### src/rtl/sync_fifo_prog.sv
// sync_fifo_prog: single-clock FIFO with programmable almost-full/almost-empty
// thresholds, occupancy count, synchronous flush and a build-time choice
// between a registered read port and first-word-fall-through.
module sync_fifo_prog #(
    parameter int DATA_WIDTH      = 8,
    parameter int DEPTH           = 8,
    parameter int ADDRESS_SIZE    = 4,
    parameter int ALMOST_FULL_TH  = 6,
    parameter int ALMOST_EMPTY_TH = 2,
    parameter int FWFT            = 0
) (
    input  logic                    clk,
    input  logic                    rst_n,
    input  logic                    flush_i,
    input  logic                    wr_en_i,
    input  logic [DATA_WIDTH-1:0]   data_i,
    input  logic                    rd_en_i,
    output logic [DATA_WIDTH-1:0]   data_o,
    output logic                    valid,
    output logic                    empty_o,
    output logic                    full_o,
    output logic                    almost_empty_o,
    output logic                    almost_full_o,
    output logic [ADDRESS_SIZE-1:0] count_o,
    output logic                    overflow,
    output logic                    underflow
);

    localparam int IDX_W = $clog2(DEPTH);
    localparam logic [ADDRESS_SIZE-1:0] AF_TH = ADDRESS_SIZE'(ALMOST_FULL_TH);
    localparam logic [ADDRESS_SIZE-1:0] AE_TH = ADDRESS_SIZE'(ALMOST_EMPTY_TH);

    logic [DATA_WIDTH-1:0]   mem_q [DEPTH];
    logic [ADDRESS_SIZE-1:0] wr_ptr_q, wr_ptr_d;
    logic [ADDRESS_SIZE-1:0] rd_ptr_q, rd_ptr_d;
    logic                    overflow_q, overflow_d;
    logic                    underflow_q, underflow_d;

    logic [IDX_W-1:0]        wr_idx, rd_idx;
    logic [ADDRESS_SIZE-1:0] count;
    logic                    empty, full;
    logic                    wr_acc, rd_acc;

    assign wr_idx = wr_ptr_q[IDX_W-1:0];
    assign rd_idx = rd_ptr_q[IDX_W-1:0];

    // Status decode purely from the registered pointers; full is "same slot,
    // opposite lap", empty is "pointers identical".
    always_comb begin
        count = wr_ptr_q - rd_ptr_q;
        empty = (wr_ptr_q == rd_ptr_q);
        full  = (wr_idx == rd_idx) &&
                (wr_ptr_q[ADDRESS_SIZE-1] != rd_ptr_q[ADDRESS_SIZE-1]);
    end

    assign count_o        = count;
    assign empty_o        = empty;
    assign full_o         = full;
    assign almost_full_o  = (count >= AF_TH);
    assign almost_empty_o = (count <= AE_TH);
    assign overflow       = overflow_q;
    assign underflow      = underflow_q;

    // Accept decisions; flush overrides both sides, no write-to-read bypass.
    assign wr_acc = wr_en_i && !full  && !flush_i;
    assign rd_acc = rd_en_i && !empty && !flush_i;

    // Next pointer and error-pulse values.
    always_comb begin
        wr_ptr_d    = wr_ptr_q;
        rd_ptr_d    = rd_ptr_q;
        overflow_d  = wr_en_i && full  && !flush_i;
        underflow_d = rd_en_i && empty && !flush_i;
        if (flush_i) begin
            wr_ptr_d = '0;
            rd_ptr_d = '0;
        end else begin
            if (wr_acc) wr_ptr_d = wr_ptr_q + 1'b1;
            if (rd_acc) rd_ptr_d = rd_ptr_q + 1'b1;
        end
    end

    // Pointer and error-pulse registers; reset empties the FIFO at once.
    always_ff @(posedge clk or negedge rst_n) begin
        if (!rst_n) begin
            wr_ptr_q    <= '0;
            rd_ptr_q    <= '0;
            overflow_q  <= 1'b0;
            underflow_q <= 1'b0;
        end else begin
            wr_ptr_q    <= wr_ptr_d;
            rd_ptr_q    <= rd_ptr_d;
            overflow_q  <= overflow_d;
            underflow_q <= underflow_d;
        end
    end

    // Storage array; contents survive flush and reset, pointers define validity.
    always_ff @(posedge clk) begin
        if (wr_acc) mem_q[wr_idx] <= data_i;
    end

    generate
        if (FWFT != 0) begin : g_fwft
            // Head word is presented combinationally whenever the FIFO holds data.
            always_comb begin
                data_o = '0;
                valid  = 1'b0;
                if (!empty) begin
                    data_o = mem_q[rd_idx];
                    valid  = 1'b1;
                end
            end
        end else begin : g_std
            logic [DATA_WIDTH-1:0] data_q, data_d;
            logic                  valid_q, valid_d;

            // Registered read port: load on an accepted read, otherwise hold.
            always_comb begin
                data_d  = data_q;
                valid_d = 1'b0;
                if (flush_i) begin
                    data_d = '0;
                end else if (rd_acc) begin
                    data_d  = mem_q[rd_idx];
                    valid_d = 1'b1;
                end
            end

            // Read data and valid registers.
            always_ff @(posedge clk or negedge rst_n) begin
                if (!rst_n) begin
                    data_q  <= '0;
                    valid_q <= 1'b0;
                end else begin
                    data_q  <= data_d;
                    valid_q <= valid_d;
                end
            end

            assign data_o = data_q;
            assign valid  = valid_q;
        end
    endgenerate

endmodule
### config.mk
export PLATFORM = sky130hd
export DESIGN_NAME = sync_fifo_prog
export DESIGN_NICKNAME = d
export VERILOG_FILES = /design/src/rtl/sync_fifo_prog.sv
export SDC_FILE = /design/constraint.sdc
export NUM_CORES = 1
export LEC_CHECK = 0
export CAP_MARGIN = 20
export CORE_MARGIN = 4
export CORE_UTILIZATION = 25
export CTS_BUF_LIST = sky130_fd_sc_hd__clkbuf_4 sky130_fd_sc_hd__clkbuf_8
export CTS_CLUSTER_DIAMETER = 50
export DETAILED_ROUTE_END_ITERATION = 16
export PLACE_DENSITY = 0.39
export REMOVE_ABC_BUFFERS = 1
export SLEW_MARGIN = 20
export SYNTH_ARGS = -nofsm -noshare
export SYNTH_HDL_FRONTEND = slang
export SYNTH_SLANG_ARGS = --single-unit
### constraint.sdc
create_clock -name clk -period 4.1 [get_ports clk]
set_input_delay 1.025 -clock clk [delete_from_list [all_inputs] [get_ports clk]]
set_output_delay 1.025 -clock clk [all_outputs]
set_load 0.05 [all_outputs]
==> metrics.cfg <==
[clocking]
cts-root-buf=clkbuf_8
cts.sinks=83
clockBufferDepth=2
cts_hold_buf=0
cts_tree=yes
cts_setup_buffers=0
cts_max_level=3
clock_latency_ps=350
post_cts_resized=0
clkTransAtPathRegs_ps=80
numCtsBuffers=9

[synth]
synthMostInstantiatedCell=edfxtp_1
synth-edff-count=64
synth_area_leaders=edfxtp_1 (55%), dfrtp_1 (14%), mux4_2 (10%)
synth_top_cell_by_area=edfxtp_1
async_flop_share_pct=22.9
synth_area_um2=3490
synth_cell_types=34
synth_top_area_share_pct=55.1
yosysSeqAreaShare_pct=68.8
synth_flop_cell=edfxtp_1
syn_avg_cell_area_um2=16.8
syn_inst=208
ys_ff_latch=83
synth_commonest_cells=edfxtp_1 (64), dfrtp_1 (19), nor2_1 (17)
synth_warnings=0

[worst_hold_path]
min_path_cells=2
hold_class=flop to flop
hp-start=data_o[6]
hold_end=data_o[6]

[detailed_routing]
vias=1864
viasPerCell=4.32
wl_per_cell_um=17.5
dr.pass1.iters=3
wirelength_mm=7.53
wl_met1_mm=3.47
ant_nets=0
wl_met3_um=293
drc=0
met2_length_mm=3.72
initialDrtViolationCount=68
top_layer=met4

[timing]
fmax_mhz=278
finalCritPeriodShare_pct=87.8
grt_setup_unrepaired=no
finalSetupTns_ps=0
hold_viol_final=0
hold_slack_ps=565
slew_headroom_pct=48.0
maxSlewViolCount=0
finalSetupViolations=0
worst_slew_pin_slew_ps=781
fin_skew_ps=13.5
layout_min_cycle_time_ps=3600

[worst_setup_path]
rr_worst_depth=6
path_class=flop to output port
reg2reg_to=mem_q[7][6]
endpoint_kind=output port
arrival_ps=2570
critPathMaxFanout=11
setup.worst_path.start=wr_ptr_q[1]
rr_startpoint=wr_ptr_q[2]
cp.required_ps=3070
reg2reg_slack_ps=1550
critPathLaunchType=flop

[pwr]
peakVddDrop_v=0.000175
p_per_area_nw_per_um2=486
power_w=0.00207
leakagePower_nw=1.46

[layout]
fill_cells=1370
diodes=0
area_delta_synth_final_pct=22.4
final_cells=431
stdcell_area_um2=4270
layout.nets=269
drive_gt1_share_pct=22.0

[floorplanning]
rows=42
die_x_um=126
io_pins=32
die_h_um=126
core_area_um2=13500
die-area_um2=15900
initial_core_util_pct=25.9

[placement]
io_buffers=31
hpwl_mm=4.81
dp_cells=415
gp_congestion=0.703
dpl_cell_area_um2=4050

[global_route]
antenna_found_initial=0
grt_pass1_wl_mm=11.5
grt_start_max_net_pins=25
grt-ovfl-total=0
grt_pass1_vias=1940
gr-usage-all-layers_pct=9.93

[outcome]
status=finished, final reports clean

[run]
cap_violations=0

-- sequential cells by signal (all words and copies together) (netlist names) --
register   flops
data_o         8
mem_q         64
overflow       1
rd_ptr_q       4
underflow      1
valid          1
wr_ptr_q       4
-- cell families after synthesis --
group	Yosys count	share of synthesized area (%)
AOI/OAI and AO/OA	24	4.45
xor gates and xnor gates	8	2.23
adders and majority gates	6	2.37
buffers and inverters	20	3.45
DFF	83	68.8
muxes	24	12.6
and+or+nand+nor	43	6.10
-- cell usage in the layout, fill, tap and decap left out, types with 7 or more instances in the layout --
cell type / n
mux4_2: 16
a211oi_1: 8
mux2i_1: 8
clkdlybuf4s50_1: 25
nor2_1: 17
clkbuf_8: 10
inv_1: 7
dfrtp_1: 19
nand2_1: 9
buf_4: 16
edfxtp_1: 64
-- worst max path at each step --
stage | endpoint | cells after the start
floorplan | almost_full_o | 6
global placement | count_o[2] | 4
detailed placement | count_o[2] | 4
CTS | count_o[2] | 4
global route | count_o[2] | 4
finish | count_o[2] | 4
-- layout make-up --
cell class | instances | area (um^2) | share of cell area, %
Clock buffer | 14 | 168 | 3.93
Multi-Input combinational cell | 105 | 981 | 23.0
Tap cell | 176 | 220 | 5.16
Clock inverter | 2 | 60.1 | 1.41
Sequential cell | 83 | 2400 | 56.2
Timing Repair Buffer | 44 | 415 | 9.73
Inverter | 7 | 26.3 | 0.616
-- power breakdown --
part / switching, W / total [W] / internal, W
sequential: 0.0000146 / 0.000950 / 0.000935
clock: 0.000276 / 0.000664 / 0.000388
combinational: 0.000291 / 0.000460 / 0.000169
-- stage by stage --
step	worst slack (ps)	utilization, %
6_report	500	31.7
5_1_grt	332	31.7
4_1_cts	469	31.8
3_5_place_dp	865	30.1
3_3_place_gp	883	30.1
2_1_floorplan	221	-
-- critical path, stage by stage (launching register included) --
cell             delay [ps]
dfrtp_1                 580
inv_1                   120
fa_1                    450
xnor2_1                 230
clkdlybuf4s50_1         850
-- layer usage --
| layer | up-vias | global-route usage, % |
|---|---|---|
| met3 | 7 | 4.06 |
| met5 | - | 0 |
| met1 | 952 | 12.2 |
| li1 | 878 | - |
| met4 | 0 | 2.08 |
| met2 | 27 | 16.5 |
Note: power is estimated with default switching activity, not from simulation.
